### src/rtl/fw_tile_feeder.sv
// fw_tile_feeder: collects host words into a two-slot ping-pong tile buffer
// and streams each complete tile contiguously into the fw core.
// Handshakes:
//   host side : a word transfers on a rising edge where host_valid && host_ready.
//   fw side   : the word on inD transfers on a rising edge where in_valid is high;
//               in_valid is low whenever inhibit is high, and inD/phase hold.
module fw_tile_feeder #(
  parameter int DATA_W     = 64,
  parameter int TILE_WORDS = 16,
  parameter int CNT_W      = 4
) (
  input  logic              clk,
  input  logic              reset,
  input  logic [DATA_W-1:0] host_data,
  input  logic              host_valid,
  output logic              host_ready,
  input  logic [1:0]        host_phase,
  output logic [DATA_W-1:0] inD,
  output logic              in_valid,
  output logic [1:0]        phase,
  input  logic              inhibit,
  output logic [1:0]        tiles_pending
);

  typedef enum logic {IDLE, STREAM} state_t;

  localparam logic [CNT_W-1:0] CNT_ZERO = '0;
  localparam logic [CNT_W-1:0] CNT_ONE  = CNT_W'(1);
  localparam logic [CNT_W-1:0] CNT_LAST = CNT_W'(TILE_WORDS - 1);

  logic [DATA_W-1:0] mem_q [2][TILE_WORDS];

  logic              wr_ptr_q, wr_ptr_d;
  logic [CNT_W-1:0]  wr_cnt_q, wr_cnt_d;
  logic [1:0]        full_q, full_d;
  logic [1:0][1:0]   slot_phase_q, slot_phase_d;
  logic              host_ready_q, host_ready_d;

  state_t            state_q, state_d;
  logic              rd_ptr_q, rd_ptr_d;
  logic [CNT_W-1:0]  rd_cnt_q, rd_cnt_d;
  logic [DATA_W-1:0] ind_q, ind_d;
  logic [1:0]        phase_q, phase_d;

  logic wr_en;
  logic wr_last;
  logic rd_fire;
  logic rd_last;

  assign wr_en   = host_valid && host_ready_q;
  assign wr_last = wr_en && (wr_cnt_q == CNT_LAST);
  assign rd_fire = (state_q == STREAM) && !inhibit;
  assign rd_last = rd_fire && (rd_cnt_q == CNT_LAST);

  // Tile storage: data words only, no reset needed since full flags gate reads.
  always_ff @(posedge clk) begin
    if (wr_en) begin
      mem_q[wr_ptr_q][wr_cnt_q] <= host_data;
    end
  end

  // Write side and slot bookkeeping; host_ready looks at next-state flags so it
  // drops the cycle after a tile completes into an already-full other slot.
  always_comb begin
    wr_ptr_d     = wr_ptr_q;
    wr_cnt_d     = wr_cnt_q;
    slot_phase_d = slot_phase_q;
    full_d       = full_q;
    if (wr_en) begin
      if (wr_cnt_q == CNT_ZERO) begin
        slot_phase_d[wr_ptr_q] = host_phase;
      end
      wr_cnt_d = wr_cnt_q + CNT_ONE;
      if (wr_last) begin
        wr_ptr_d         = ~wr_ptr_q;
        full_d[wr_ptr_q] = 1'b1;
      end
    end
    if (rd_last) begin
      full_d[rd_ptr_q] = 1'b0;
    end
    host_ready_d = !full_d[wr_ptr_d];
  end

  // Read FSM: load word 0 on entry, advance on each consumed word, and chain
  // straight into the other slot when it is already full.
  always_comb begin
    state_d  = state_q;
    rd_ptr_d = rd_ptr_q;
    rd_cnt_d = rd_cnt_q;
    ind_d    = ind_q;
    phase_d  = phase_q;
    case (state_q)
      IDLE: begin
        if (full_q[rd_ptr_q]) begin
          state_d  = STREAM;
          rd_cnt_d = CNT_ZERO;
          ind_d    = mem_q[rd_ptr_q][CNT_ZERO];
          phase_d  = slot_phase_q[rd_ptr_q];
        end
      end
      STREAM: begin
        if (!inhibit) begin
          if (rd_cnt_q == CNT_LAST) begin
            rd_ptr_d = ~rd_ptr_q;
            rd_cnt_d = CNT_ZERO;
            if (full_q[~rd_ptr_q]) begin
              ind_d   = mem_q[~rd_ptr_q][CNT_ZERO];
              phase_d = slot_phase_q[~rd_ptr_q];
            end else begin
              state_d = IDLE;
            end
          end else begin
            rd_cnt_d = rd_cnt_q + CNT_ONE;
            ind_d    = mem_q[rd_ptr_q][rd_cnt_q + CNT_ONE];
          end
        end
      end
      default: state_d = IDLE;
    endcase
  end

  // State registers; reset drops every buffered and partial tile.
  always_ff @(posedge clk or posedge reset) begin
    if (reset) begin
      wr_ptr_q     <= 1'b0;
      wr_cnt_q     <= '0;
      full_q       <= '0;
      slot_phase_q <= '1;
      host_ready_q <= 1'b0;
      state_q      <= IDLE;
      rd_ptr_q     <= 1'b0;
      rd_cnt_q     <= '0;
      ind_q        <= '0;
      phase_q      <= 2'b11;
    end else begin
      wr_ptr_q     <= wr_ptr_d;
      wr_cnt_q     <= wr_cnt_d;
      full_q       <= full_d;
      slot_phase_q <= slot_phase_d;
      host_ready_q <= host_ready_d;
      state_q      <= state_d;
      rd_ptr_q     <= rd_ptr_d;
      rd_cnt_q     <= rd_cnt_d;
      ind_q        <= ind_d;
      phase_q      <= phase_d;
    end
  end

  assign host_ready    = host_ready_q;
  assign inD           = ind_q;
  assign in_valid      = (state_q == STREAM) && !inhibit;
  assign phase         = phase_q;
  assign tiles_pending = {full_q[0] & full_q[1], full_q[0] ^ full_q[1]};

endmodule
### config.mk
export PLATFORM = sky130hd
export DESIGN_NAME = fw_tile_feeder
export DESIGN_NICKNAME = d
export VERILOG_FILES = /design/src/rtl/fw_tile_feeder.sv
export SDC_FILE = /design/constraint.sdc
export NUM_CORES = 2
export LEC_CHECK = 0
export CORE_MARGIN = 2
export CORE_UTILIZATION = 62
export DETAILED_ROUTE_END_ITERATION = 10
export PLACE_DENSITY = 0.77
export SLEW_MARGIN = 20
export SYNTH_ARGS = -nofsm -noshare
export SYNTH_HDL_FRONTEND = slang
export SYNTH_SLANG_ARGS = --single-unit
export TNS_END_PERCENT = 20
### constraint.sdc
create_clock -name clk -period 6.4 [get_ports clk]
set_input_delay 1.28 -clock clk [delete_from_list [all_inputs] [get_ports clk]]
set_output_delay 1.28 -clock clk [all_outputs]
set_load 0.01 [all_outputs]
Word level (Yosys, flattened, before mapping)
Memory sizes are Yosys's and may differ from the RTL's.
Index checks and enable logic that the tools add are counted.

storage, ports and cells
  bits of input ports = 70
  output and inout port bits = 70
  memories kept = 1
  register bits after elaboration = 84
  RAM bits = 2048
  logic and storage cells = 104

cells by class
  reduce and logical (&&, ||, !) cells = 15
  magnitude comparators = 9
  bitwise logic cells = 11
  eq/ne operators = 7
  multiplexer cells = 48
  $add $sub $neg = 2

memory list
  name   depth  width  rd ports  clocked after memory_dff  write ports  RTL line  text
  mem_q  2      1024   2         0                         1            31        logic [DATA_W-1:0] mem_q [2][TILE_WORDS];

operators with widths
  kind                                                         number
  2-to-1 mux 1024 bit                                          1
  2-to-1 mux 64 bit                                            7
  binary-select mux 64 bit (select 4 bit)                      1
  demux 64 bit (select 4 bit)                                  1
  case mux 64 bit (2 select lines)                             1
  2-to-1 mux 2 bit                                             12
  2-to-1 mux 1 bit                                             15
  2-to-1 mux 4 bit                                             3
  >= comparator 5 bit (second input constant)                  2
  NOT 4 -> 5 bit                                               2
  adder 4 x 1 -> 4 bit (second input constant)                 2
  == test 4 bit (second input constant)                        2
  less-than comparator 1 x 2 -> 1 bit (second input constant)  4
  case mux 4 bit (2 select lines)                              1
  logical AND 1 bit                                            7
  AND reduction 3 bit                                          2
  less-than comparator 5 x 1 -> 1 bit (second input constant)  1
  bitwise mux 4 bit                                            1
  zero test 4 bit                                              1
  inequality test 2 x 1 -> 1 bit (second input constant)       2
  inequality test 2 bit (second input constant)                2
  NOT 1 bit                                                    4
  case mux 2 bit (2 select lines)                              1
  AND reduction 2 bit                                          2
  other kinds (12)                                             15

Depth between registers and ports, before layout
  word-level depth = 12
  gate-level depth with buffers = 11
  depth with buffers taken out = 6

Worst setup path before layout
Ideal clock, no wire load.

  kind = input to register
  start point = in host_valid
  end point = mem mem_q[0][192] (netlist name) (enable)
  setup slack = -80 ps
  library setup time = 565 ps
  data required time = 5835 ps
  arrival = 5916 ps
  stages on the path = 2
  path buffers = 0
  cell sequence = nand3_1 > nor3_1

between the ends
  word-level cells in the longest chain between the ends = 3

ends and longest elaborated chain
  item                                       RTL line  text
  start, declared                            15        input logic host_valid,
  logical AND 1 bit                          50        assign wr_en = host_valid && host_ready_q;
  2-to-1 mux 1 bit                           57        if (wr_en) begin
  2-to-1 mux 1024 bit (not written as such)  58        mem_q[wr_ptr_q][wr_cnt_q] <= host_data;
  end, declared                              31

Every way passes these cells.

Final worst setup path
  start point = reg rd_cnt_q[0]
  end point = reg ind_q[60] (netlist: inD[60])

between the ends
  word-level cells in the longest chain between the ends = 8
  elaborated cells on any way between the ends = 11
  classes of those cells = add/sub: 1; eq/ne: 2; mux: 6; bitwise: 1; reduce/logical: 1

ends and longest elaborated chain
  item                                                   RTL line  text
  start, declared                                        41        logic [CNT_W-1:0] rd_cnt_q, rd_cnt_d;
  start signal, assigned                                 144       rd_cnt_q <= rd_cnt_d;
  adder 4 x 1 -> 4 bit                                   115       ind_d = mem_q[rd_ptr_q][rd_cnt_q + CNT_ONE];
  NOT 4 -> 5 bit (not written as such)                   115
  binary-select mux 64 bit (select 4 bit)                115
  2-to-1 mux 64 bit (not written as such) (2 in series)  115
  2-to-1 mux 64 bit                                      104       if (rd_cnt_q == CNT_LAST) begin
  2-to-1 mux 64 bit                                      103       if (!inhibit) begin
  case mux 64 bit (2 select lines)                       93        case (state_q)
  end signal, assigned                                   145       ind_q <= ind_d;
  end, declared                                          42        logic [DATA_W-1:0] ind_q, ind_d;

Several ways; a longest one is shown, not always the timed one. The select of a mux whose other input is x is not followed.
A chain may end at the register's enable or synchronous reset.

==> impl_results.md <==
* GRT Total Usage at between 30% and 40%
* # IOs at 140
* Initial antenna violation count at 3
* Max-slew violations at 0
* Slowest-stage cell, CP: dfrtp_4
* Yosys top cell area share at between 70% and 80%
* Mapped Area at 0.08334 mm^2
* Fin. Hold Viols at 0
* Pre-antenna DRT Iters at 6
* Drt initial violations at about 5700
* WL per Instance at around 34 um
* Cells after synthesis at approximately 3800
* H-tree levels at 4
* Cell Count, Final, Fillers Out at roughly 5900
* CP delay by family, top: buffers and inverters
* P per Cell Area at roughly 420 mW/mm^2
* Synth Warn # at 0
* Share of cells above drive strength 1 at 26.97%
* Antenna-violating nets left at 0
* # clock sinks at around 2100
* Leak at 30.35 nW
* Setup bufs post-CTS at 0
* Crit path launch type: flip-flop
* Vias in the first global route at around 42000
* Die area at approximately 0.14 mm^2
* Hold Buf Count CTS at 0
* Chip width at roughly 370 um
* Final WL at about 200000 um
* EDFF count, synth at about 2000
* Hold WS at between 0.4 and 0.5 ns
* Mean Syn Cell Area at roughly 22 um^2
* Ys async rst share at around 4%
* FF+latch count, synth at 2132
* RSZ-0062 raised after global routing: false
* Longest Clk Path Bufs at 3
* Starting Density at between 60% and 70%
* Area leader, netlist: edfxtp_1
* Post-synthesis sequential area ratio at around 76%
* Worst setup path category: flip-flop to flip-flop
* Crit-path cells: buf_12 -> buf_4 -> mux4_2 -> nor2b_1 -> a2111oi_0 -> o31ai_1
* Peak supply drop at around 0.00058 V
* Count leader, synth: edfxtp_1
* Top post-synthesis cells by area: edfxtp_1 (74%), mux4_2 (15%), dfrtp_1 (2.3%), mux2i_1 (2.1%), mux2_2 (0.93%)
* Drc violations at 0
* Finish-stage setup viols at 0
* Slew at the pin closest to its max-slew limit at 1.280 ns
* Largest net degree at the start of global routing at between 150 and 200
* Internal Power at between 20 and 30 mW
* Synth cell types at between 40 and 50
* Core area at 0.1335 mm^2
* First-pass GRT wire length at around 290000 um
* Final Wtd Congestion at between 0.7 and 0.8
* Buf/Inv on CP at 2
* CTS Buf Count at around 200
* Max_cap viols at 0
* CTS Root Cell: clkbuf_16
* Worst min path class: flip-flop to flip-flop
* Clock Latency Late Sink at between 0.8 and 0.9 ns
* Endpoint class of the critical path: flip-flop
* Layout area overhead at 12.41%
* Gr ovfl total at 0
* Post_cts resized at 0
* Dpl hpwl at between 90000 and 100000 um
* CP peak stage delay at 1.09 ns
* Synth top cells by count: edfxtp_1 (2048), mux4_2 (572), mux2i_1 (174)
* Die Height at around 370 um
* Nets@finish at roughly 4000
* Cells after DPL at between 5000 and 6000
* Status: complete, no violations
* # rows at about 130
* Switching part of the total at between 20 and 30%
* Minimum clock period at 4.304 ns
* Switching Power at around 12 mW
* Clock network fraction of total power at a little under a third
* CP max FO at 153
* Fin crit share at between 60% and 70%
* CP arrival at 4.99 ns
* Worst slew margin at around 15%
* Top FF cell, synth: edfxtp_1
* Vias/cell at approximately 7.0
* Reg clk slew, reported paths at roughly 0.060 ns
* Vias at a little over 40000
* Layout Skew at 0.05482 ns
* Critical Path RT at just over 7 ns
* CTS tree: yes
* PortBufs at 139
* Net Count, Synth at approximately 3800
* Peak Freq at 232.4 MHz
* Gate power share at between 20% and 30%
* Sequential share of power at 43.0%
==> layout by cell type (no fill, tap or decap), types with 24 or more instances in the layout <==
cell type	n
a21oi_1	84
nand2_1	41
mux4_2	572
nor3_1	58
clkbuf_1	61
nor2_4	28
clkinv_2	41
o21ai_0	84
dfrtp_1	74
buf_2	35
buf_4	69
mux2_2	69
clkbuf_16	205
a221oi_1	42
nor2_1	73
mux2i_1	174
edfxtp_1	2048
a2111oi_0	24
clkinv_1	28
clkdlybuf4s50_1	104
==> path summary, 6_finish.rpt <==
check                                           to  slack (ns)                     from  cells after the start
setup / recovery               inD[60]$_DFFE_PP0P_        2.10  rd_cnt_q[0]$_DFFE_PP0P_                      6
hold / removal                phase[1]$_DFFE_PP1P_        0.50     phase[1]$_DFFE_PP1P_                      2
setup reg to reg               inD[60]$_DFFE_PP0P_        2.10  rd_cnt_q[0]$_DFFE_PP0P_                      6
hold reg to reg               phase[1]$_DFFE_PP1P_        0.50     phase[1]$_DFFE_PP1P_                      2
max in group asynchronous  rd_cnt_q[0]$_DFFE_PP0P_        4.04                    reset                      3
min in group asynchronous      inD[35]$_DFFE_PP0P_        0.90                    reset                      2
==> tightest hold or removal path, cell delays in order (launching register included) <==
cell	delay [ns]
dfstp_2	0.37
nand2_1	0.04
o21ai_0	0.08
==> sequential cells by signal, indices dropped and copies added (netlist names) <==
register,count
wr_cnt_q,4
inD,64
state_q,1
rd_ptr_q,1
slot_phase_q,4
phase,2
full_q,2
rd_cnt_q,4
host_ready,1
wr_ptr_q,1
mem_q,2048
==> through the flow <==
step / power (mW) / setup slack, ns / setup TNS [ns] / utilization, % / area (um^2)
4_1_cts: 39.37 / 2.212 / 0 / 70.29 / 93810
6_report: 39.27 / 2.096 / 0 / 70.20 / 93690
5_1_grt: 40.45 / 2.038 / 0 / 70.19 / 93680
3_3_place_gp: 27.35 / 1.715 / 0 / 65.32 / 87180
3_5_place_dp: 27.56 / 1.697 / 0 / 65.38 / 87250
2_1_floorplan: 23.97 / -0.03069 / -3.829 / - / 83350
==> layout make-up <==
| type | instances | area [um^2] |
|---|---|---|
| sequential | 2132 | 63620 |
| tap | 1768 | 2212 |
| multi-input combinational | 1392 | 19020 |
| inverter | 8 | 35.03 |
| antenna | 4 | 10.01 |
| clock inverter | 97 | 945.9 |
| timing repair buffer | 233 | 2241 |
| fill | 7679 | 39770 |
| clock buffer | 284 | 5607 |
==> kinds of logic after synthesis <==
logic type      after synthesis  share of synthesized area, %
xor+xnor                     10                        0.1231
buf+inv                     231                         1.288
mux                         815                         18.48
fa+ha+maj                     8                        0.1201
compound gates              300                         2.261
flops                      2132                         76.32
simple gates                259                         1.410
==> power groups by stage <==
| stage | clock network, mW | registers [mW] | logic (mW) |
|---|---|---|---|
| after global placement | 0 | 17.1 | 10.2 |
| after CTS | 11.9 | 16.9 | 10.6 |
| final | 11.8 | 16.9 | 10.6 |
| after global routing | 12.4 | 16.9 | 11.1 |
| after detailed placement | 0 | 17.1 | 10.4 |
| after floorplan | 0 | 16.9 | 7.08 |
==> per-layer routing <==
metal,GRT usage (%),share of wire [%],vias to the layer above
met2,48.93,50,2738
li1,-,-,16340
met1,41.69,36,21786
met3,5.956,11,396
met4,9.989,3.2,0
met5,0,0,-
Power figures use the tool's default switching activity.
